File: config.mk
export PLATFORM = sky130hd
export DESIGN_NAME = id_ex_pipe_flat
export DESIGN_NICKNAME = d
export VERILOG_FILES = /design/src/rtl/id_ex_if.sv /design/src/rtl/id_ex_pipe.sv /design/src/flat_wrapper.sv
export SDC_FILE = /design/constraint.sdc
export NUM_CORES = 1
export LEC_CHECK = 0
export BUFFER_PORTS_ARGS = -buffer_cell sky130_fd_sc_hd__buf_4
export CAP_MARGIN = 20
export CORE_MARGIN = 5
export CORE_UTILIZATION = 35
export CTS_CLUSTER_DIAMETER = 80
export DETAILED_ROUTE_END_ITERATION = 16
export GPL_TIMING_DRIVEN = 0
export SYNTH_ARGS = -nofsm -noshare
export SYNTH_HDL_FRONTEND = slang
export SYNTH_SLANG_ARGS = --single-unit
File: constraint.sdc
create_clock -name clk -period 2.93 [get_ports clk]
set_input_delay 0.293 -clock clk [delete_from_list [all_inputs] [get_ports clk]]
set_output_delay 0.293 -clock clk [all_outputs]
set_load 0.01 [all_outputs]
File: src/rtl/id_ex_if.sv
// Decode-to-execute instruction bus with valid/ready handshake.
// The master drives the valid flag and the payload, and the slave drives ready.
interface id_ex_if #(
    parameter int DATA_W    = 32,
    parameter int ADDR_W    = 32,
    parameter int REGADDR_W = 5,
    parameter int ALUOP_W   = 6
);
    logic                 valid;
    logic                 ready;
    logic [ALUOP_W-1:0]   aluop;
    logic [DATA_W-1:0]    reg1;
    logic [DATA_W-1:0]    reg2;
    logic [REGADDR_W-1:0] wd;
    logic                 wreg;
    logic                 ignore;
    logic [ADDR_W-1:0]    pc_store;
    logic [DATA_W-1:0]    imm;

    modport master (
        output valid, aluop, reg1, reg2, wd, wreg, ignore, pc_store, imm,
        input  ready
    );

    modport slave (
        input  valid, aluop, reg1, reg2, wd, wreg, ignore, pc_store, imm,
        output ready
    );
endinterface

File: src/rtl/id_ex_pipe.sv
// ID->EX pipeline register with valid/ready handshake, synchronous flush,
// an optional 2-entry skid buffer and a saturating stall counter.
module id_ex_pipe #(
    parameter int DATA_W      = 32,
    parameter int ADDR_W      = 32,
    parameter int REGADDR_W   = 5,
    parameter int ALUOP_W     = 6,
    parameter int SKID        = 1,
    parameter int STALL_CNT_W = 16
) (
    input  logic                   clk,
    input  logic                   rst,
    input  logic                   flush,
    id_ex_if.slave                 id,
    id_ex_if.master                ex,
    output logic [STALL_CNT_W-1:0] stall_cnt
);
    localparam int PW = ALUOP_W + 3 * DATA_W + REGADDR_W + 2 + ADDR_W;

    logic [PW-1:0] in_pl;
    logic [PW-1:0] main_reg;
    logic [PW-1:0] skid_reg;
    logic          main_valid;
    logic          main_wreg;
    logic          main_ignore;
    logic          accept;
    logic          retire;
    logic          load_main;
    logic          load_skid;
    logic          shift_skid;

    assign in_pl  = {id.aluop, id.reg1, id.reg2, id.wd, id.wreg, id.ignore, id.pc_store, id.imm};
    assign accept = id.valid & id.ready;
    assign retire = main_valid & ex.ready;

    generate
        if (SKID != 0) begin : g_skid
            // Encoding is {skid_valid, main_valid}.
            typedef enum logic [1:0] {
                EMPTY = 2'b00,
                ONE   = 2'b01,
                FULL  = 2'b11
            } state_t;

            state_t state_reg;
            state_t state_next;

            always_ff @(posedge clk or negedge rst) begin
                if (!rst) begin
                    state_reg <= EMPTY;
                end else begin
                    state_reg <= state_next;
                end
            end

            always_comb begin
                state_next = state_reg;
                if (flush) begin
                    state_next = EMPTY;
                end else begin
                    case (state_reg)
                        EMPTY: if (accept) state_next = ONE;
                        ONE: begin
                            if (accept && !retire)      state_next = FULL;
                            else if (retire && !accept) state_next = EMPTY;
                        end
                        FULL:    if (retire) state_next = ONE;
                        default: state_next = EMPTY;
                    endcase
                end
            end

            // A flush discards any same-cycle capture. The payload may go stale because the valid bits gate it.
            always_comb begin
                load_main  = 1'b0;
                load_skid  = 1'b0;
                shift_skid = 1'b0;
                if (!flush) begin
                    case (state_reg)
                        EMPTY: load_main = accept;
                        ONE: begin
                            load_main = accept & retire;
                            load_skid = accept & ~retire;
                        end
                        FULL:    shift_skid = retire;
                        default: ;
                    endcase
                end
            end

            assign main_valid = state_reg[0];
            assign id.ready   = ~state_reg[1];

            always_ff @(posedge clk or negedge rst) begin
                if (!rst) begin
                    skid_reg <= '0;
                end else if (load_skid) begin
                    skid_reg <= in_pl;
                end
            end
        end else begin : g_single
            logic main_valid_reg;

            always_ff @(posedge clk or negedge rst) begin
                if (!rst) begin
                    main_valid_reg <= 1'b0;
                end else if (flush) begin
                    main_valid_reg <= 1'b0;
                end else begin
                    main_valid_reg <= accept | (main_valid_reg & ~retire);
                end
            end

            assign main_valid = main_valid_reg;
            assign id.ready   = ~main_valid_reg | ex.ready;
            assign load_main  = accept & ~flush;
            assign load_skid  = 1'b0;
            assign shift_skid = 1'b0;
            assign skid_reg   = '0;
        end
    endgenerate

    always_ff @(posedge clk or negedge rst) begin
        if (!rst) begin
            main_reg <= '0;
        end else if (load_main) begin
            main_reg <= in_pl;
        end else if (shift_skid) begin
            main_reg <= skid_reg;
        end
    end

    assign {ex.aluop, ex.reg1, ex.reg2, ex.wd, main_wreg, main_ignore, ex.pc_store, ex.imm} = main_reg;
    assign ex.valid  = main_valid;
    assign ex.wreg   = main_wreg & main_valid;
    assign ex.ignore = main_ignore & main_valid;

    always_ff @(posedge clk or negedge rst) begin
        if (!rst) begin
            stall_cnt <= '0;
        end else if (main_valid && !ex.ready && !(&stall_cnt)) begin
            stall_cnt <= stall_cnt + STALL_CNT_W'(1);
        end
    end
endmodule

File: src/flat_wrapper.sv
// flat-port wrapper written by rule: the top's interface ports become plain ports
module id_ex_pipe_flat 
#(
    parameter int DATA_W      = 32,
    parameter int ADDR_W      = 32,
    parameter int REGADDR_W   = 5,
    parameter int ALUOP_W     = 6,
    parameter int SKID        = 1,
    parameter int STALL_CNT_W = 16
)
  (clk, rst, flush, stall_cnt, id_valid, id_aluop, id_reg1, id_reg2, id_wd, id_wreg, id_ignore, id_pc_store, id_imm, id_ready, ex_valid, ex_aluop, ex_reg1, ex_reg2, ex_wd, ex_wreg, ex_ignore, ex_pc_store, ex_imm, ex_ready);
  id_ex_if #(.DATA_W(DATA_W), .ADDR_W(ADDR_W), .REGADDR_W(REGADDR_W), .ALUOP_W(ALUOP_W)) id_i ();
  id_ex_if #(.DATA_W(DATA_W), .ADDR_W(ADDR_W), .REGADDR_W(REGADDR_W), .ALUOP_W(ALUOP_W)) ex_i ();
  input  logic clk;
  input  logic rst;
  input  logic flush;
  output logic [STALL_CNT_W-1:0] stall_cnt;
  input wire logic [$bits(id_i.valid)-1:0] id_valid;
  input wire logic [$bits(id_i.aluop)-1:0] id_aluop;
  input wire logic [$bits(id_i.reg1)-1:0] id_reg1;
  input wire logic [$bits(id_i.reg2)-1:0] id_reg2;
  input wire logic [$bits(id_i.wd)-1:0] id_wd;
  input wire logic [$bits(id_i.wreg)-1:0] id_wreg;
  input wire logic [$bits(id_i.ignore)-1:0] id_ignore;
  input wire logic [$bits(id_i.pc_store)-1:0] id_pc_store;
  input wire logic [$bits(id_i.imm)-1:0] id_imm;
  output wire logic [$bits(id_i.ready)-1:0] id_ready;
  output wire logic [$bits(ex_i.valid)-1:0] ex_valid;
  output wire logic [$bits(ex_i.aluop)-1:0] ex_aluop;
  output wire logic [$bits(ex_i.reg1)-1:0] ex_reg1;
  output wire logic [$bits(ex_i.reg2)-1:0] ex_reg2;
  output wire logic [$bits(ex_i.wd)-1:0] ex_wd;
  output wire logic [$bits(ex_i.wreg)-1:0] ex_wreg;
  output wire logic [$bits(ex_i.ignore)-1:0] ex_ignore;
  output wire logic [$bits(ex_i.pc_store)-1:0] ex_pc_store;
  output wire logic [$bits(ex_i.imm)-1:0] ex_imm;
  input wire logic [$bits(ex_i.ready)-1:0] ex_ready;
  assign id_i.valid = id_valid;
  assign id_i.aluop = id_aluop;
  assign id_i.reg1 = id_reg1;
  assign id_i.reg2 = id_reg2;
  assign id_i.wd = id_wd;
  assign id_i.wreg = id_wreg;
  assign id_i.ignore = id_ignore;
  assign id_i.pc_store = id_pc_store;
  assign id_i.imm = id_imm;
  assign id_ready = id_i.ready;
  assign ex_valid = ex_i.valid;
  assign ex_aluop = ex_i.aluop;
  assign ex_reg1 = ex_i.reg1;
  assign ex_reg2 = ex_i.reg2;
  assign ex_wd = ex_i.wd;
  assign ex_wreg = ex_i.wreg;
  assign ex_ignore = ex_i.ignore;
  assign ex_pc_store = ex_i.pc_store;
  assign ex_imm = ex_i.imm;
  assign ex_i.ready = ex_ready;
  id_ex_pipe #(.DATA_W(DATA_W), .ADDR_W(ADDR_W), .REGADDR_W(REGADDR_W), .ALUOP_W(ALUOP_W), .SKID(SKID), .STALL_CNT_W(STALL_CNT_W)) u_core (.clk(clk), .rst(rst), .flush(flush), .id(id_i), .ex(ex_i), .stall_cnt(stall_cnt));
endmodule
==> flow_summary_export.csv <==
group,metric,value,unit
run_status,run_status,"finished, final reports clean",
timing,setup_viol,0,
timing,least_margin_pin_slew,0.903,ns
yosys,post-synth-top-area-cell,"dfrtp_1",
yosys,synth-main-ff-cell,"dfrtp_1",
critical_path,r2r.worst_path.cells,8,
yosys,synth_top_cell_area_share,56.4,%
die,total_core_area,0.0376,mm^2
timing,rsz0062_at_grt,"no",
grt,track_usage,18.0,%
timing,totalNegativeSetupSlack,0,ns
placement,place_hpwl,25800,um
flow_run,drv.max_cap_violation_count,0,
layout,syn_to_final_growth,42.0,%
worst_hold_path,hold_path.class,"in2reg",
layout,nNetsFinal,1664,
critical_path,data_required_time_of_the_worst_path,3.38,ns
critical_path,worst_r2r_startpoint,"u_core.g_skid.state_reg[0]",
die,dieWidth,205,um
clocking,cts-root-to-sink-buffers,3,
worst_hold_path,hold-path-endpoint,"u_core.skid_reg[70]",
clocking,clockRootBuffer,"clkbuf_16",
yosys,synthesis.area,0.0133,mm^2
pwr,power.density_cell_area,999,mW/mm^2
grt,grt_remaining_overflow,0,
timing,period_share,92.2,%
timing,slew_violations,0,
yosys,number_of_enable_flip_flop_cells_after_synthesis,0,
clocking,clkSinkCount,300,
detailed_routing,drc,0,
yosys,postSynthCellCount,1026,
layout,multi_input_comb_area,0.00433,mm^2
critical_path,reg2reg_setup_slack,0.23,ns
critical_path,critical-path-slowest-cell,"dfrtp_1",
critical_path,crit_buf_inv,3,
detailed_routing,route.detailed.wl_per_inst,18.7,um
worst_hold_path,min_delay_path_depth,2,
yosys,synthMostInstantiatedCell,"dfrtp_1",
critical_path,crit_path_end_kind,"flop",
timing,layout_min_cycle_time,2.70,ns
yosys,yosys-top-cells-area,"dfrtp_1 56%, mux2_2 12%, a2bb2oi_1 9.2%",
layout,antenna-diode-count,0,
placement,pre_cts_slack,-0.0443,ns
pwr,post-layout-total-power,18.9,mW
die,die_h,205,um
critical_path,worst_flop_to_flop_path_endpoint,"u_core.main_reg[76]",
yosys,synthesis.yosys.warnings,0,
critical_path,critical-path-top-cell-by-count,"buf_2",
grt,wire_length_of_the_first_global_routing_pass,60700,um
yosys,synth-async-reset-ratio,100,%
worst_hold_path,hold_start,"id_wd[4]",
critical_path,start_kind,"flop",
placement,port-buffer-count,304,
die,io-pin-count,305,
detailed_routing,via_count,10070,
die,die_area,0.0420,mm^2
detailed_routing,route.detailed.vias_per_inst,4.92,
grt,largest_net_degree_at_the_start_of_global_routing,119,
timing,postLayoutSetupSlackWorst,0.228,ns
critical_path,crit_fanout,11,
pwr,leakage,8.57,nW
pwr,ir_worst_vdd,545,uV
critical_path,worst-endpoint-arrival,3.15,ns
clocking,cts_made_buffers,35,
layout,ff_latch_area,0.00751,mm^2
detailed_routing,drt_iter0_markers,358,
placement,place_congestion,0.788,
grt,first_global_vias,10931,
detailed_routing,wl,38200,um
critical_path,max_stage_delay,0.57,ns
clocking,tritoncts,"yes",
clocking,clk_pin_slew,0.06,ns
critical_path,critical-path-top-delay-family,"buffers and inverters",
timing,slew-limit-headroom,39.8,%
detailed_routing,route.antenna.remaining_nets,0,
detailed_routing,drtPass1Iterations,4,
layout,layout-drive-gt1-share,45.5,%
clocking,clock_insertion_delay_worst_skew,0.54,ns
timing,maxClockFrequency,370,MHz
die,floorplan.initialDensity,35.4,%
critical_path,timing.setup.critical_path_class,"reg2reg",
clocking,cts_setup_buffers,0,
layout,fillCellCount,3315,
grt,number_of_antenna_violations_at_the_first_check_in_global_routing,2,
yosys,postSynthNetCount,1179,
critical_path,cp_cell_sequence,"nand2_1, inv_1, ha_1, a22oi_2, a21oi_2, buf_2, buf_2, a2bb2oi_1",
yosys,synth.ff_latch_count,300,
clocking,h-tree-depth,2,
timing,final_hold_violations,0,
die,num_rows,71,
yosys,syn-mean-instance-area,13.0,um^2
yosys,synth.cells.most_frequent,"300 x dfrtp_1, 141 x mux2_2, 141 x o22ai_1, 140 x a2bb2oi_1, 139 x buf_4",
timing,clock_skew,0.0266,ns
yosys,seq_area_frac_synth,56.4,%
yosys,synthDistinctLibCells,47,
==> area by class of cell <==
| type | instances | area share (%) |
|---|---|---|
| Buffer | 216 | 7.69 |
| Clock buffer | 49 | 5.24 |
| Clock inverter | 14 | 1.03 |
| Inverter | 5 | 0.0993 |
| Multi-Input combinational cell | 505 | 22.9 |
| Sequential cell | 300 | 39.7 |
| Tap cell | 511 | 3.38 |
| Timing Repair Buffer | 448 | 19.9 |
==> worst max path at each step <==
stage | from | to | slack [ns] | depth (start not counted)
after floorplan | u_core.g_skid.state_reg[0] | u_core.skid_reg[100] | 1.0 | 6
after global placement | rst | u_core.skid_reg[115] | -1.23 | 1
after detailed placement | u_core.g_skid.state_reg[0] | u_core.skid_reg[79] | -0.04 | 6
after CTS | u_core.g_skid.state_reg[0] | u_core.main_reg[76] | 0.16 | 8
after global routing | u_core.g_skid.state_reg[0] | u_core.main_reg[75] | 0.03 | 8
final | u_core.g_skid.state_reg[0] | u_core.main_reg[76] | 0.23 | 8
==> per-stage QoR <==
stage          utilization, %  hold WS (ns)  std cells  instance area (um^2)
3_3_place_gp             43.2         0.483       1841                 16200
4_1_cts                  50.3       0.00211       2048                 18900
5_1_grt                  50.3        0.0216       2048                 18900
6_report                 50.3        0.0345       2048                 18900
2_1_floorplan               -      -0.00259       1026                 13300
3_5_place_dp             43.4         0.317       1843                 16300
==> power breakdown <==
group	total, mW	leakage (nW)	internal (mW)	switching, mW
Sequential	7.17	3.47	6.09	1.08
Combinational	7.22	4.51	4.46	2.76
Clock	4.50	0.585	2.73	1.77
Total	18.9	8.57	13.3	5.61
==> cells by family after synthesis <==
| group | Yosys count | share of synthesized area (%) |
|---|---|---|
| muxes | 145 | 12.3 |
| adders and majority gates | 7 | 0.658 |
| buffers and inverters | 221 | 11.1 |
| xor gates and xnor gates | 7 | 0.461 |
| and+or+nand+nor | 45 | 2.12 |
| DFF | 300 | 56.4 |
| AOI/OAI and AO/OA | 301 | 17.0 |
==> layer usage <==
layer  routed length (um)  global-route usage [%]  vias up
li1                     -                       -     4710
met1                16800                    23.8     5049
met2                18000                    29.3      254
met3                 2580                    4.94       53
met4                  758                    5.17        4
met5                   28                       0        -
==> layout by cell type (no fill, tap or decap), types with 4 or more instances in the layout <==
master,netlist,final
buf_2,35,35
dfrtp_1,300,300
xor2_1,5,5
dlygate4sd3_1,0,142
buf_4,139,442
a2bb2oi_1,140,140
mux2_2,141,141
nand3_1,7,7
a31oi_1,4,4
clkbuf_8,0,4
nor2_1,5,5
buf_6,10,10
a21oi_1,4,4
clkbuf_16,0,36
nor4_1,4,4
ha_1,7,7
clkinv_2,0,6
nand4_1,4,4
bufinv_16,0,4
nand2_1,8,8
o22ai_1,141,141
clkbuf_1,31,39
==> repair_timing <==
item                                    in CTS  in global routing
endpoints found under the setup margin      20                  0
hold endpoints to repair                   219                  0
gates resized for setup                      1                  0
hold buffers                               142                  0
(Power assumes the default switching activity.)
